<file path="src/rtl/gsensor_spi_reader.sv">
// gsensor_spi_reader: SPI mode-3 master for the on-board ADXL345 accelerometer.
// It runs two init writes (DATA_FORMAT, POWER_CTL) after a startup delay.
// It then burst-reads the acceleration registers once every SAMPLE_PERIOD cycles.
// Define GSENSOR_Z_AXIS_EN to read all six data bytes and drive accel_z.
// Without that macro only X/Y are read, and accel_z is tied to zero.
module gsensor_spi_reader #(
    parameter int CLK_DIV        = 5,
    parameter int STARTUP_CYCLES = 25000,
    parameter int SAMPLE_PERIOD  = 250000
) (
    input  logic        clk_pix,
    input  logic        rst,
    output logic        spi_cs_n,
    output logic        spi_sclk,
    output logic        spi_mosi,
    input  logic        spi_miso,
    output logic [15:0] accel_x,
    output logic [15:0] accel_y,
    output logic [15:0] accel_z,
    output logic        accel_valid,
    output logic        init_done
);

`ifdef GSENSOR_Z_AXIS_EN
    localparam int NBYTES = 6;
`else
    localparam int NBYTES = 4;
`endif
    localparam int RX_W = 8 * NBYTES;
    localparam logic [6:0] WR_LAST = 7'd32;
    localparam logic [6:0] RD_LAST = 7'(2 * (8 + RX_W));
    localparam int DIV_W = $clog2(CLK_DIV);
    localparam logic [DIV_W-1:0] DIV_LAST = DIV_W'(CLK_DIV - 1);
    localparam logic [31:0] STARTUP_LAST = 32'(STARTUP_CYCLES - 1);
    localparam logic [31:0] GAP_LAST = 32'(2 * CLK_DIV - 1);
    localparam logic [31:0] SAMPLE_LAST = 32'(SAMPLE_PERIOD - 1);

    typedef enum logic [2:0] {
        STARTUP,
        WR_FMT,
        GAP,
        WR_PWR,
        IDLE,
        RD,
        DONE
    } state_t;

    state_t state, state_next;

    logic             in_xfer;
    logic             next_is_xfer;
    logic             start_xfer;
    logic             tick;
    logic             xfer_end;
    logic [6:0]       last_half;
    logic [15:0]      tx_word;
    logic [DIV_W-1:0] div_cnt;
    logic [6:0]       half_cnt;
    logic [31:0]      wait_cnt;
    logic [31:0]      sample_cnt;
    logic             sample_pending;
    logic             sample_expire;
    logic [15:0]      tx_shift;
    logic [RX_W-1:0]  rx_shift;

    // State register
    always_ff @(posedge clk_pix) begin
        if (rst) state <= STARTUP;
        else     state <= state_next;
    end

    // Next-state decode plus transaction framing: half-period ticks, end of frame, word to send
    always_comb begin
        in_xfer    = (state == WR_FMT) || (state == WR_PWR) || (state == RD);
        last_half  = (state == RD) ? RD_LAST : WR_LAST;
        tick       = in_xfer && (div_cnt == DIV_LAST);
        xfer_end   = tick && (half_cnt == last_half);
        state_next = state;
        case (state)
            STARTUP: if (wait_cnt == STARTUP_LAST) state_next = WR_FMT;
            WR_FMT:  if (xfer_end) state_next = GAP;
            GAP:     if (wait_cnt == GAP_LAST) state_next = init_done ? IDLE : WR_PWR;
            WR_PWR:  if (xfer_end) state_next = GAP;
            IDLE:    if (sample_pending) state_next = RD;
            RD:      if (xfer_end) state_next = DONE;
            DONE:    state_next = IDLE;
            default: state_next = STARTUP;
        endcase
        next_is_xfer = (state_next == WR_FMT) || (state_next == WR_PWR) || (state_next == RD);
        start_xfer   = next_is_xfer && !in_xfer;
        case (state_next)
            WR_FMT:  tx_word = 16'h3108;
            WR_PWR:  tx_word = 16'h2D08;
            default: tx_word = 16'hF200;
        endcase
    end

    // Dwell counter for STARTUP and GAP, cleared on every state change
    always_ff @(posedge clk_pix) begin
        if (rst || (state_next != state)) wait_cnt <= '0;
        else                              wait_cnt <= wait_cnt + 32'd1;
    end

    // Free-running sample timer once init is done; an expiry stays pending until IDLE takes it
    always_comb begin
        sample_expire = init_done && (sample_cnt == SAMPLE_LAST);
    end

    always_ff @(posedge clk_pix) begin
        if (rst) begin
            sample_cnt     <= '0;
            sample_pending <= 1'b0;
        end else begin
            if (init_done) sample_cnt <= sample_expire ? 32'd0 : sample_cnt + 32'd1;
            sample_pending <= sample_expire || (sample_pending && !(state == IDLE));
        end
    end

    // SPI shifter: half 0 is CS setup, odd halves are SCLK low, the final high half is CS hold
    always_ff @(posedge clk_pix) begin
        if (rst) begin
            spi_cs_n  <= 1'b1;
            spi_sclk  <= 1'b1;
            spi_mosi  <= 1'b0;
            div_cnt   <= '0;
            half_cnt  <= '0;
            tx_shift  <= '0;
            rx_shift  <= '0;
            init_done <= 1'b0;
        end else if (start_xfer) begin
            spi_cs_n <= 1'b0;
            div_cnt  <= '0;
            half_cnt <= '0;
            tx_shift <= tx_word;
        end else if (in_xfer) begin
            if (tick) begin
                div_cnt <= '0;
                if (xfer_end) begin
                    spi_cs_n <= 1'b1;
                    spi_sclk <= 1'b1;
                    spi_mosi <= 1'b0;
                    half_cnt <= '0;
                    if (state == WR_PWR) init_done <= 1'b1;
                end else begin
                    half_cnt <= half_cnt + 7'd1;
                    if (!half_cnt[0]) begin
                        spi_sclk <= 1'b0;
                        spi_mosi <= tx_shift[15];
                        tx_shift <= {tx_shift[14:0], 1'b0};
                    end else begin
                        spi_sclk <= 1'b1;
                        if (state == RD) rx_shift <= {rx_shift[RX_W-2:0], spi_miso};
                    end
                end
            end else begin
                div_cnt <= div_cnt + 1'b1;
            end
        end
    end

    // Publish X/Y from the shadow register together with the valid strobe (bytes arrive little-endian)
    always_ff @(posedge clk_pix) begin
        if (rst) begin
            accel_x     <= '0;
            accel_y     <= '0;
            accel_valid <= 1'b0;
        end else begin
            accel_valid <= (state == DONE);
            if (state == DONE) begin
                accel_x <= {rx_shift[RX_W-9 -: 8],  rx_shift[RX_W-1 -: 8]};
                accel_y <= {rx_shift[RX_W-25 -: 8], rx_shift[RX_W-17 -: 8]};
            end
        end
    end

`ifdef GSENSOR_Z_AXIS_EN
    // Publish Z on the same DONE cycle as X/Y
    always_ff @(posedge clk_pix) begin
        if (rst)                 accel_z <= '0;
        else if (state == DONE)  accel_z <= {rx_shift[RX_W-41 -: 8], rx_shift[RX_W-33 -: 8]};
    end
`else
    assign accel_z = 16'h0000;
`endif

endmodule

</file>
<file path="config.mk">
export PLATFORM = sky130hd
export DESIGN_NAME = gsensor_spi_reader
export DESIGN_NICKNAME = d
export VERILOG_FILES = /design/src/rtl/gsensor_spi_reader.sv
export SDC_FILE = /design/constraint.sdc
export NUM_CORES = 1
export LEC_CHECK = 0
export BUFFER_PORTS_ARGS = -buffer_cell sky130_fd_sc_hd__buf_2
export CORE_ASPECT_RATIO = 0.8
export CORE_MARGIN = 4
export CORE_UTILIZATION = 62
export CTS_BUF_LIST = sky130_fd_sc_hd__clkbuf_8
export DETAILED_ROUTE_END_ITERATION = 16
export PLACE_DENSITY = 0.89
export SYNTH_ARGS = -nofsm -noshare
export SYNTH_HDL_FRONTEND = slang
export SYNTH_SLANG_ARGS = --single-unit
export TNS_END_PERCENT = 50
</file>
<file path="constraint.sdc">
create_clock -name clk_pix -period 3.33 [get_ports clk_pix]
set_input_delay 0.1665 -clock clk_pix [delete_from_list [all_inputs] [get_ports clk_pix]]
set_output_delay 0.1665 -clock clk_pix [all_outputs]
set_load 0.02 [all_outputs]
</file>
==> reports/qor.tcl <==
set qor(grt_pass1_wl_um) 25000
set qor(vias_per_cell) 5.66
set qor(n_antenna_cell) 0
set qor(skew_final_ns) 0.0200
set qor(dp.final_hpwl_um) 9450
set qor(die_width_um) 128
set qor(clock.fmax_mhz) 385
set qor(root_buffer) {sky130_fd_sc_hd__clkbuf_8}
set qor(dieHeight_um) 104
set qor(dr.first_iter.drc_count) 532
set qor(clk_pin_slew_worst_paths_ns) 0.08
set qor(report.power.total_mw) 3.38
set qor(cts-htree-levels) 4
set qor(tritoncts.num_buffers) 17
set qor(fp.dieArea_um2) 13300
set qor(netlist-cell-type-count) 62
set qor(syn-mean-instance-area_um2) 8.50
set qor(std_cell_rows) 34
set qor(async_flop_share_pct) 0
set qor(fin_util_pct) 69.5
set qor(core-area_um2) 11100
set qor(period_share_pct) 77.9
set qor(final_common_cell) {sky130_fd_sc_hd__nand2_1}
set qor(clockBufferDepth) 2
set qor(grt_max_degree) 52
set qor(launch_instance_of_the_worst_min_delay_path) {rst}
set qor(whs_endpoint) {state[1]$_SDFF_PP0_}
set qor(grt_overflow_total) 0
set qor(rsz0062_at_grt) {false}
set qor(syn_inst) 840
set qor(antenna_found_initial) 0
set qor(reg2reg_depth) 5
set qor(placed_cell_area_um2) 7280
set qor(run_status) {completed}
set qor(powerDensity_nw_per_um2) 440
set qor(critical_path_arrival_ns) 2.89
set qor(worst_pin_slew_ns) 1.19
set qor(detail_route.wl_per_cell_um) 14.3
set qor(synth-edff-count) 0
set qor(synth_seq_area_share_pct) 44.9
set qor(critPathRequiredTime_ns) 3.62
set qor(worst_slack_at_placement_ns) 0.852
set qor(clk-insertion-delay-late_ns) 0.45
set qor(post_layout_worst_setup_margin_ns) 0.735
set qor(worst_hold_path.num_cells) 2
set qor(cts_tree) {done}
set qor(mostFrequentLayoutCells) {sky130_fd_sc_hd__nand2_1, sky130_fd_sc_hd__dfxtp_1, sky130_fd_sc_hd__a21oi_1}
set qor(ys_ff_latch) 160
set qor(setup.worst_path.end_class) {flop}
set qor(synth.cell_area_um2) 7140
set qor(drc) 0
set qor(drv_slew) 0
set qor(syn2layout_area_growth_pct) 7.70
set qor(clkSinkCount) 160
set qor(boundaryPins) 56
set qor(drive_above_1_share_pct) 13.9
set qor(startpoint_type_of_the_worst_setup_path) {flop}
set qor(slew-limit-headroom_pct) 20.9
set qor(crit_path_max_fanout) 32
set qor(ys_dominant_reg_cell) {sky130_fd_sc_hd__dfxtp_1}
set qor(post_route_standard_cell_area_excluding_fillers_um2) 7690
set qor(detailedRoute.firstPassIterationCount) 8
set qor(setup-violations-final) 0
set qor(final_estimated_routing_congestion_in_global_placement) 0.884
set qor(routed-via-count) 5764
set qor(nNetsFinal) 872
set qor(vias_in_the_first_global_route) 5379
set qor(routed_wl_um) 14600
set qor(worst-setup-path-type) {flop to flop}
set qor(static-leakage-power_nw) 2.61
set qor(r2r_end) {rx_shift[14]$_SDFFE_PP0P_}
set qor(cts_resized) 0
set qor(io_buffers) 39
set qor(final_period_minus_worst_setup_slack_ns) 2.60
set qor(irDropWorstVdd_v) 0.000349
set qor(r2r_start) {state[0]$_SDFF_PP0_}
set qor(reg2reg_setup_slack_ns) 0.73
set qor(hold_path.class) {input port to flop}
set qor(grt.total_usage_pct) 22.2
set qor(aggregate_negative_setup_slack_ns) 0
set qor(start_util_pct) 64.5
set qor(finalHoldViolCount) 0
set qor(drt.antenna.violating_nets) 0
set qor(max-cap-violations) 0
set qor(yosys_warnings) 0
## cell families after synthesis
kind of cell	synth area share, %
xor+xnor	7.49
other cells	0.0525
flops	44.9
buf+inv	6.00
mux	0.736
simple gates	29.6
fa+ha+maj	1.23
compound gates	9.99
## cell usage after synthesis (all sizes together) (2+ instances only)
cell type / n / area share, %
a21oi: 81 / 5.7
o21ai: 4 / 0.33
nand2: 179 / 9.4
a211oi: 4 / 0.49
dfxtp: 160 / 45
mux2: 2 / 0.32
buf: 39 / 3.9
nor2: 59 / 3.2
or4: 3 / 0.32
nand2b: 2 / 0.18
ha: 7 / 1.2
o211ai: 3 / 0.58
and4: 14 / 1.7
nand4: 17 / 1.6
or3: 4 / 0.42
and3: 6 / 0.53
inv: 18 / 0.95
a31oi: 7 / 0.82
xor2: 18 / 2.2
nand3b: 3 / 0.32
mux2i: 3 / 0.42
nand3: 35 / 2.5
and2: 5 / 0.47
nor2b: 3 / 0.26
nor3b: 3 / 0.32
a221oi: 2 / 0.33
xnor2: 43 / 5.3
nor3: 54 / 5.7
clkbuf: 21 / 1.1
nor4: 22 / 1.9
## area by class of cell
class | instances | area [um^2]
multi-input cells | 617 | 3570
fillers | 875 | 3370
flip-flops and latches | 160 | 3200
repair buffers | 48 | 265
clock buffers | 17 | 234
well taps | 144 | 180
clock inverters | 15 | 166
inverters | 18 | 67.6
## stage by stage
step	hold slack (ns)	std cells
2_1_floorplan	0.302	855
3_3_place_gp	0.413	986
3_5_place_dp	0.422	986
4_1_cts	0.227	1019
5_1_grt	0.237	1019
6_report	0.242	1019
## sequential cells by signal, summed over array words and instances, names as in the netlist, 3 cells and up
| name | count |
|---|---|
| div_cnt | 3 |
| wait_cnt | 32 |
| accel_y | 16 |
| accel_x | 16 |
| sample_cnt | 32 |
| half_cnt | 7 |
| tx_shift | 13 |
| state | 3 |
| rx_shift | 32 |
## worst max-delay path by stage
| stage | from | end | slack, ns | cells past startpoint |
|---|---|---|---|---|
| after global routing | state[0]$_SDFF_PP0_ | rx_shift[21]$_SDFFE_PP0P_ | 0.54 | 5 |
| after CTS | state[0]$_SDFF_PP0_ | rx_shift[14]$_SDFFE_PP0P_ | 0.76 | 5 |
| after floorplan | wait_cnt[0]$_SDFF_PP0_ | wait_cnt[10]$_SDFF_PP0_ | 1.27 | 7 |
| after detailed placement | state[0]$_SDFF_PP0_ | rx_shift[12]$_SDFFE_PP0P_ | 0.85 | 5 |
| final | state[0]$_SDFF_PP0_ | rx_shift[14]$_SDFFE_PP0P_ | 0.73 | 5 |
| after global placement | state[0]$_SDFF_PP0_ | rx_shift[12]$_SDFFE_PP0P_ | 0.93 | 5 |
## per-layer routing
| metal | track usage, % | vias up | wire, um |
|---|---|---|---|
| met5 | 0 | - | 0 |
| met4 | 5.15 | 0 | 91 |
| met3 | 5.54 | 6 | 685 |
| met2 | 35.2 | 138 | 6890 |
| met1 | 30.5 | 2724 | 6920 |
| li1 | - | 2896 | - |
## where the power goes
group | switching [mW] | leakage [nW] | internal, mW
logic | 0.0566 | 1.12 | 0.0131
registers | 0.00430 | 1.29 | 1.91
clock network | 0.823 | 0.200 | 0.569
## timing repair
item / CTS / global route
hold endpoints to repair: 1 / 0
hold buffers: 1 / 0
setup buffers: 0 / 0
## critical path, stage by stage (launching register included)
cell                       delay (ns)
sky130_fd_sc_hd__dfxtp_1         0.62
sky130_fd_sc_hd__a21boi_2        0.37
sky130_fd_sc_hd__nand3_1         0.32
sky130_fd_sc_hd__o311a_1         0.83
sky130_fd_sc_hd__nand2_1         0.22
sky130_fd_sc_hd__a21oi_1         0.08
(Power assumes the default switching activity.)
